File: src/rtl/sram_requester_if.sv
// Bundles the two CPU client ports (fetch, data) and the SRAM controller request port.
// master = the requester itself, slave = the clients and controller around it.
interface sram_requester_if #(
  parameter int DATA_W = 16,
  parameter int ADDR_W = 18
);
  logic              if_req;
  logic [ADDR_W-1:0] if_addr;
  logic [DATA_W-1:0] if_rdata;
  logic              if_ack;

  logic              dm_req;
  logic              dm_we;
  logic [ADDR_W-1:0] dm_addr;
  logic [DATA_W-1:0] dm_wdata;
  logic [DATA_W-1:0] dm_rdata;
  logic              dm_ack;

  logic              busy;

  logic              mem_en;
  logic              mem_op;
  logic [ADDR_W-1:0] mem_addr;
  logic [DATA_W-1:0] mem_wdata;
  logic [DATA_W-1:0] mem_rdata;

  modport master (
    input  if_req, if_addr, dm_req, dm_we, dm_addr, dm_wdata, mem_rdata,
    output if_rdata, if_ack, dm_rdata, dm_ack, busy,
           mem_en, mem_op, mem_addr, mem_wdata
  );

  modport slave (
    output if_req, if_addr, dm_req, dm_we, dm_addr, dm_wdata, mem_rdata,
    input  if_rdata, if_ack, dm_rdata, dm_ack, busy,
           mem_en, mem_op, mem_addr, mem_wdata
  );
endinterface

File: src/rtl/sram_requester.sv
// Arbitrates instruction fetch and data memory clients onto one SRAM controller port,
// running one four-cycle IDLE/ISSUE/HOLD/ACK sequence per access; data port has priority.
module sram_requester #(
  parameter int DATA_W = 16,
  parameter int ADDR_W = 18
) (
  input  logic              clk_50MHz,
  input  logic              rst,
  sram_requester_if.master  bus
);

  localparam logic RAM_RD = 1'b0;
  localparam logic RAM_WR = 1'b1;

  typedef enum logic [1:0] {IDLE, ISSUE, HOLD, ACK} state_t;
  typedef enum logic {OWN_IF, OWN_DM} owner_t;

  state_t            state_q, state_d;
  owner_t            owner_q, owner_d;
  logic              mem_en_q, mem_en_d;
  logic              mem_op_q, mem_op_d;
  logic [ADDR_W-1:0] mem_addr_q, mem_addr_d;
  logic [DATA_W-1:0] mem_wdata_q, mem_wdata_d;
  logic              if_ack_q, if_ack_d;
  logic              dm_ack_q, dm_ack_d;
  logic [DATA_W-1:0] if_rdata_q, if_rdata_d;
  logic [DATA_W-1:0] dm_rdata_q, dm_rdata_d;
  logic              busy_q, busy_d;

  always_ff @(posedge clk_50MHz or negedge rst) begin
    if (!rst) begin
      state_q     <= IDLE;
      owner_q     <= OWN_IF;
      mem_en_q    <= 1'b0;
      mem_op_q    <= RAM_RD;
      mem_addr_q  <= '0;
      mem_wdata_q <= '0;
      if_ack_q    <= 1'b0;
      dm_ack_q    <= 1'b0;
      if_rdata_q  <= '0;
      dm_rdata_q  <= '0;
      busy_q      <= 1'b0;
    end else begin
      state_q     <= state_d;
      owner_q     <= owner_d;
      mem_en_q    <= mem_en_d;
      mem_op_q    <= mem_op_d;
      mem_addr_q  <= mem_addr_d;
      mem_wdata_q <= mem_wdata_d;
      if_ack_q    <= if_ack_d;
      dm_ack_q    <= dm_ack_d;
      if_rdata_q  <= if_rdata_d;
      dm_rdata_q  <= dm_rdata_d;
      busy_q      <= busy_d;
    end
  end

  always_comb begin
    state_d     = state_q;
    owner_d     = owner_q;
    mem_en_d    = mem_en_q;
    mem_op_d    = mem_op_q;
    mem_addr_d  = mem_addr_q;
    mem_wdata_d = mem_wdata_q;
    if_ack_d    = if_ack_q;
    dm_ack_d    = dm_ack_q;
    if_rdata_d  = if_rdata_q;
    dm_rdata_d  = dm_rdata_q;

    case (state_q)
      IDLE: begin
        // Op, address and write data are only latched here, so they stay
        // stable for the controller until the sequence returns to IDLE.
        if (bus.dm_req) begin
          mem_addr_d  = bus.dm_addr;
          mem_wdata_d = bus.dm_wdata;
          mem_op_d    = bus.dm_we ? RAM_WR : RAM_RD;
          owner_d     = OWN_DM;
          mem_en_d    = 1'b1;
          state_d     = ISSUE;
        end else if (bus.if_req) begin
          mem_addr_d  = bus.if_addr;
          mem_op_d    = RAM_RD;
          owner_d     = OWN_IF;
          mem_en_d    = 1'b1;
          state_d     = ISSUE;
        end
      end
      ISSUE: begin
        mem_en_d = 1'b0;
        state_d  = HOLD;
      end
      HOLD: begin
        if (mem_op_q == RAM_RD) begin
          if (owner_q == OWN_DM) dm_rdata_d = bus.mem_rdata;
          else                   if_rdata_d = bus.mem_rdata;
        end
        if (owner_q == OWN_DM) dm_ack_d = 1'b1;
        else                   if_ack_d = 1'b1;
        state_d = ACK;
      end
      ACK: begin
        if_ack_d = 1'b0;
        dm_ack_d = 1'b0;
        state_d  = IDLE;
      end
      default: state_d = IDLE;
    endcase

    busy_d = (state_d != IDLE);
  end

  assign bus.mem_en    = mem_en_q;
  assign bus.mem_op    = mem_op_q;
  assign bus.mem_addr  = mem_addr_q;
  assign bus.mem_wdata = mem_wdata_q;
  assign bus.if_ack    = if_ack_q;
  assign bus.dm_ack    = dm_ack_q;
  assign bus.if_rdata  = if_rdata_q;
  assign bus.dm_rdata  = dm_rdata_q;
  assign bus.busy      = busy_q;

endmodule

File: src/flat_wrapper.sv
// flat-port wrapper written by rule: the top's interface ports become plain ports
module sram_requester_flat 
#(
  parameter int DATA_W = 16,
  parameter int ADDR_W = 18
)
  (clk_50MHz, rst, bus_if_req, bus_if_addr, bus_dm_req, bus_dm_we, bus_dm_addr, bus_dm_wdata, bus_mem_rdata, bus_if_rdata, bus_if_ack, bus_dm_rdata, bus_dm_ack, bus_busy, bus_mem_en, bus_mem_op, bus_mem_addr, bus_mem_wdata);
  sram_requester_if #(.DATA_W(DATA_W), .ADDR_W(ADDR_W)) bus_i ();
  input  logic clk_50MHz;
  input  logic rst;
  input wire logic [$bits(bus_i.if_req)-1:0] bus_if_req;
  input wire logic [$bits(bus_i.if_addr)-1:0] bus_if_addr;
  input wire logic [$bits(bus_i.dm_req)-1:0] bus_dm_req;
  input wire logic [$bits(bus_i.dm_we)-1:0] bus_dm_we;
  input wire logic [$bits(bus_i.dm_addr)-1:0] bus_dm_addr;
  input wire logic [$bits(bus_i.dm_wdata)-1:0] bus_dm_wdata;
  input wire logic [$bits(bus_i.mem_rdata)-1:0] bus_mem_rdata;
  output wire logic [$bits(bus_i.if_rdata)-1:0] bus_if_rdata;
  output wire logic [$bits(bus_i.if_ack)-1:0] bus_if_ack;
  output wire logic [$bits(bus_i.dm_rdata)-1:0] bus_dm_rdata;
  output wire logic [$bits(bus_i.dm_ack)-1:0] bus_dm_ack;
  output wire logic [$bits(bus_i.busy)-1:0] bus_busy;
  output wire logic [$bits(bus_i.mem_en)-1:0] bus_mem_en;
  output wire logic [$bits(bus_i.mem_op)-1:0] bus_mem_op;
  output wire logic [$bits(bus_i.mem_addr)-1:0] bus_mem_addr;
  output wire logic [$bits(bus_i.mem_wdata)-1:0] bus_mem_wdata;
  assign bus_i.if_req = bus_if_req;
  assign bus_i.if_addr = bus_if_addr;
  assign bus_i.dm_req = bus_dm_req;
  assign bus_i.dm_we = bus_dm_we;
  assign bus_i.dm_addr = bus_dm_addr;
  assign bus_i.dm_wdata = bus_dm_wdata;
  assign bus_i.mem_rdata = bus_mem_rdata;
  assign bus_if_rdata = bus_i.if_rdata;
  assign bus_if_ack = bus_i.if_ack;
  assign bus_dm_rdata = bus_i.dm_rdata;
  assign bus_dm_ack = bus_i.dm_ack;
  assign bus_busy = bus_i.busy;
  assign bus_mem_en = bus_i.mem_en;
  assign bus_mem_op = bus_i.mem_op;
  assign bus_mem_addr = bus_i.mem_addr;
  assign bus_mem_wdata = bus_i.mem_wdata;
  sram_requester #(.DATA_W(DATA_W), .ADDR_W(ADDR_W)) u_core (.clk_50MHz(clk_50MHz), .rst(rst), .bus(bus_i));
endmodule
File: config.mk
export PLATFORM = sky130hd
export DESIGN_NAME = sram_requester_flat
export DESIGN_NICKNAME = d
export VERILOG_FILES = /design/src/rtl/sram_requester_if.sv /design/src/rtl/sram_requester.sv /design/src/flat_wrapper.sv
export SDC_FILE = /design/constraint.sdc
export NUM_CORES = 1
export LEC_CHECK = 0
export BUFFER_PORTS_ARGS = -buffer_cell sky130_fd_sc_hd__buf_2
export CAP_MARGIN = 0
export CORE_MARGIN = 4
export CORE_UTILIZATION = 45
export CTS_CLUSTER_SIZE = 28
export DETAILED_ROUTE_END_ITERATION = 10
export PLACE_DENSITY = 0.84
export SETUP_SLACK_MARGIN = 0.02
export SLEW_MARGIN = 30
export SYNTH_ARGS = -nofsm -noshare
export SYNTH_HDL_FRONTEND = slang
export SYNTH_SLANG_ARGS = --single-unit
File: constraint.sdc
create_clock -name clk_50MHz -period 2.1 [get_ports clk_50MHz]
set_input_delay 0.42 -clock clk_50MHz [delete_from_list [all_inputs] [get_ports clk_50MHz]]
set_output_delay 0.42 -clock clk_50MHz [all_outputs]
set_load 0.05 [all_outputs]
==> Word level (Yosys, flattened, before mapping) <==
Cells that the tools add are included.
{ "classes": {"addsub": 0, "multipliers": 0, "div": 0, "n_lt_le_gt_ge": 0, "eq_ne": 6, "n_shift": 0, "mux": 16, "bitwise_logic": 2, "n_reduce_logical": 12} }
{ "ops": {"columns": ["operator", "n"], "rows": [
  ["$mux 18", 2],
  ["$reduce_and 2->1", 5],
  ["$mux 1", 8],
  ["$pmux 2 s4", 1],
  ["$reduce_bool 2->1", 4],
  ["$pmux 1 s2", 3],
  ["$reduce_and 3->1", 2],
  ["$eq 2x2->1 const B", 2],
  ["$mux 2", 2],
  ["$ne 3x3->1 const B", 1],
  ["$eq 2x1->1 const B", 1],
  ["$logic_not 2->1", 1],
  ["$ne 2x1->1 const B", 1],
  ["$ne 2x2->1 const B", 1],
  ["$not 1->1", 2]
]} }
{ "totals": {"ff_bits": 74, "latchBits": 0, "mem_bits_rw": 0, "rom_bits": 0, "inputBits": 73, "out_inout_bits": 71, "wordCells": 47, "mem_count": 0} }

==> Logic depth before layout (Yosys ltp) <==
{ "depth": {"depth_word": 4, "depth_mapped": 8, "ltp_nobuf": 5} }

==> Worst setup path after synthesis <==
OpenSTA, ideal clock, no wires.
{ "synth_path": {"kind": "flip-flop to flip-flop", "from": "register u_core.state_q[0]", "to": "register u_core.if_rdata_q[0], in the netlist u_core.bus.if_rdata[0]", "setup_ns": 0.125, "t_arrival_ns": 1.575, "required_ns": 1.975, "slack_ns": 0.400, "path_stages_with_launch": 8, "path_buffers": 2, "synth_period_minus_slack_ns": 1.700, "cell_sequence": "dfrtp_1 -> inv_1 -> ha_1 -> nor2b_4 -> nor2b_4 -> buf_6 -> buf_12 -> mux2_4"} }
{ "synth_between": {"elab_chain_cells": 2} }
{ "synth_lines": {"columns": ["item", "line_no", "text"], "rows": [
  ["start, declared", "sram_requester.sv:18", "state_t state_q, state_d;"],
  ["start signal, assigned", "sram_requester.sv:44", "state_q <= state_d;"],
  ["$eq 2x2->1", "sram_requester.sv:70", "case (state_q)"],
  ["$reduce_and 3->1 (no line)", null, null],
  ["end signal, assigned", "sram_requester.sv:52", "if_rdata_q <= if_rdata_d;"],
  ["end, declared", "sram_requester.sv:26", "logic [DATA_W-1:0] if_rdata_q, if_rdata_d;"]
]} }
Every way passes these cells.
A chain may end at the register's enable or synchronous reset.

==> Worst setup path after layout <==
{ "layout_path": {"from": "register u_core.state_q[0]", "to": "register u_core.if_rdata_q[15], in the netlist u_core.bus.if_rdata[15]"} }
Same word-level chain as after synthesis.

==> results.yml <==
run:
  max_cap_viol_count: 0
sta:
  finalSetupViolations: 0
  tightestPinTransition_ns: 0.471
  worst_slew_margin_rel: 0.684
  hold_violations: 0
  fin_worst_skew_ns: 0.00856
  grt_setup_unrepaired: "no"
  clock.fmax_mhz: 568
  final_max_slew_viol_count: 0
  final.min_clock_period_ns: 1.76
  fin_crit_sh: 0.838
  tns_ns: 0
global_route:
  grt_usage: 0.172
  overflow: 0
  grt_pass1_vias: 2259
  grt_max_degree: 46
  antenna_found_initial: 0
  grt_pass1_wl_um: 11100
synthesis:
  syn_avg_cell_area_um2: 13.9
  synth.distinct_cells: 23
  ys_warn_count: 0
  synth_nets: 297
  synth-seq-cells: 74
  syn_inst: 220
  syn_area_mm2: 0.00307
  synth_seq_area_share: 0.604
final_layout:
  drive_above_1_share: 0.578
  area_delta_synth_final_pct: 33.2
  num-nets-final: 444
  antenna_cells: 0
drt:
  ant_nets: 0
  dr.pass1.iters: 5
  vias: 2229
  via_per_inst: 4.96
  wl_per_cell_um: 15.1
  drc: 0
  finalWirelength_um: 6770
  drt_iter0_drc: 50
critical_path:
  arrival_ns: 1.99
  crit_path_end_kind: "flop"
  crit_family: "flip-flops"
  crit_chain: "inv_1, ha_1, nor2b_4, nor2b_4, buf_12, mux2_2"
  cp_num_buf_inv: 2
  reg2reg_from: "u_core.state_q[0]"
  required_ns: 2.33
  r2r_cells: 6
  crit_start: "u_core.state_q[0]"
  crit_cells: 6
  r2r-end: "u_core.bus.if_rdata[15]"
  rrSetupSlack_ns: 0.34
  crit_path_end: "u_core.bus.if_rdata[15]"
  slowest_delay_ns: 0.42
  cpMostUsedCell: "nor2b_4"
  critPathKind: "reg -> reg"
  slowest_stage: "dfrtp_1"
  crit_fanout: 16
  startpoint_type: "flop"
placed_design:
  dp_hpwl_um: 5200
  place_congestion: 0.737
  port_buffers: 143
clock_tree:
  root_buffer: "clkbuf_8"
  cts.repair.resized: 0
  cts_buffer_depth: 2
  hold_buffers: 1
  htree_levels: 3
  cts_sinks: 74
  clk_pin_slew_ns: 0.08
  clk_latency_ns: 0.34
  cts_buffers: 9
  cts_tree: "done"
  cts_setup_buffers: 0
die:
  initial_utilization: 0.472
  core_mm2: 0.00649
  rows: 29
  io_pins: 144
  die_area_mm2: 0.00820
  die_x_um: 90.6
  die_h_um: 90.6
hold_path:
  hp-start: "bus_dm_wdata[9]"
  hp-class: "in -> reg"
outcome:
  status: "completed"
-- synth_stat cells --
cell       instances  share of area
buf_2              7          0.011
nand2_1           21          0.026
mux2_2            38           0.14
o21ai_0           22          0.036
nand3b_2           1         0.0037
dfrtp_1           74           0.60
nand3_1            2         0.0033
inv_1              4         0.0049
buf_12             1         0.0065
nor3_1             2         0.0033
nor2_1             3         0.0037
a32o_1             1         0.0033
a31oi_1            1         0.0020
buf_6              1         0.0037
nand2_2            1         0.0020
clkbuf_1           2         0.0024
nor2b_4            2         0.0090
mux2_4            10          0.049
o2bb2ai_1          1         0.0029
buf_4              1         0.0024
ha_1               4          0.016
mux2i_1           19          0.062
a21oi_1            2         0.0033
-- cells in the final DEF (no fill, tap or decap) --
master / synthesis / final
mux2i_1: 19 / 19
bufinv_16: 0 / 1
nand3_1: 2 / 2
buf_2: 7 / 142
inv_6: 0 / 1
mux2_4: 10 / 10
nand2_1: 21 / 21
nor2b_4: 2 / 2
clkinv_4: 0 / 1
clkbuf_8: 0 / 10
dlygate4sd3_1: 0 / 1
inv_1: 4 / 4
clkinvlp_4: 0 / 2
o21ai_2: 0 / 1
nand3b_2: 1 / 1
a31oi_1: 1 / 1
clkbuf_1: 2 / 1
o2bb2ai_1: 1 / 1
mux2_2: 38 / 38
buf_4: 1 / 2
buf_12: 1 / 3
o21ai_0: 22 / 21
nor2_1: 3 / 3
a32o_1: 1 / 1
dfrtp_1: 74 / 74
ha_1: 4 / 4
nor3_1: 2 / 2
a21oi_1: 2 / 2
nand2_2: 1 / 1
-- worst min-delay path by stage --
stage	endpoint	depth (start not counted)
3_3_place_gp	u_core.bus.if_rdata[3]	1
6_report	u_core.bus.mem_wdata[9]	2
2_1_floorplan	u_core.bus.busy	0
5_1_grt	u_core.bus.mem_wdata[5]	2
4_1_cts	u_core.bus.mem_wdata[9]	2
3_5_place_dp	u_core.bus.if_rdata[1]	1
-- state kept, by name, summed over array words and instances, names as in the netlist --
register and cells:
u_core.bus.if_rdata 16, u_core.bus.dm_ack 1, u_core.bus.if_ack 1, u_core.bus.busy 1, u_core.bus.dm_rdata 16, u_core.owner_q 1
u_core.bus.mem_op 1, u_core.state_q 2, u_core.bus.mem_addr 18, u_core.bus.mem_wdata 16, u_core.bus.mem_en 1
-- logic make-up (layout without fill, tap and decap cells) --
group | after synthesis | after routing | synth area share
multiplexers | 67 | 67 | 0.251
adder cells (fa/ha/maj) | 4 | 4 | 0.0163
flip-flops | 74 | 74 | 0.604
AND/OR/NAND/NOR | 32 | 32 | 0.0506
buffers and inverters | 16 | 168 | 0.0314
AO/OA/AOI/OAI | 27 | 27 | 0.0473
-- stage by stage --
step                std cells  worst slack [ns]  hold WS [ns]  utilization  cell area, um^2
floorplan                 220             0.400         0.124            -             3070
global placement          432             0.391         0.367        0.596             3870
detailed placement        432             0.321         0.373        0.596             3870
CTS                       449             0.327         0.286        0.629             4090
global route              449             0.184         0.277        0.629             4090
finish                    449             0.340         0.305        0.629             4090
-- worst reg2reg max path: stages, from the launching register on --
cell and delay, ns:
dfrtp_1 0.42, inv_1 0.09, ha_1 0.26, nor2b_4 0.20, nor2b_4 0.17, buf_12 0.17
mux2_2 0.35
-- per-layer routing --
| metal | wire [um] | global-route usage |
|---|---|---|
| met1 | 2690 | 0.195 |
| met2 | 3350 | 0.290 |
| met3 | 564 | 0.0675 |
| met4 | 163 | 0.0714 |
| met5 | 0 | 0 |
-- cell type report --
type                    count  area (um^2)
fillers                   539         2410
flip-flops and latches     74         1850
multi-input cells         130         1120
repair buffers            148          796
clock buffers              11          141
well taps                  77         96.3
clock inverters             5         62.6
inverters                   4         15.0
Power is not shown: default switching activity piles up to over one toggle a cycle in this logic, so the estimate is an artifact.
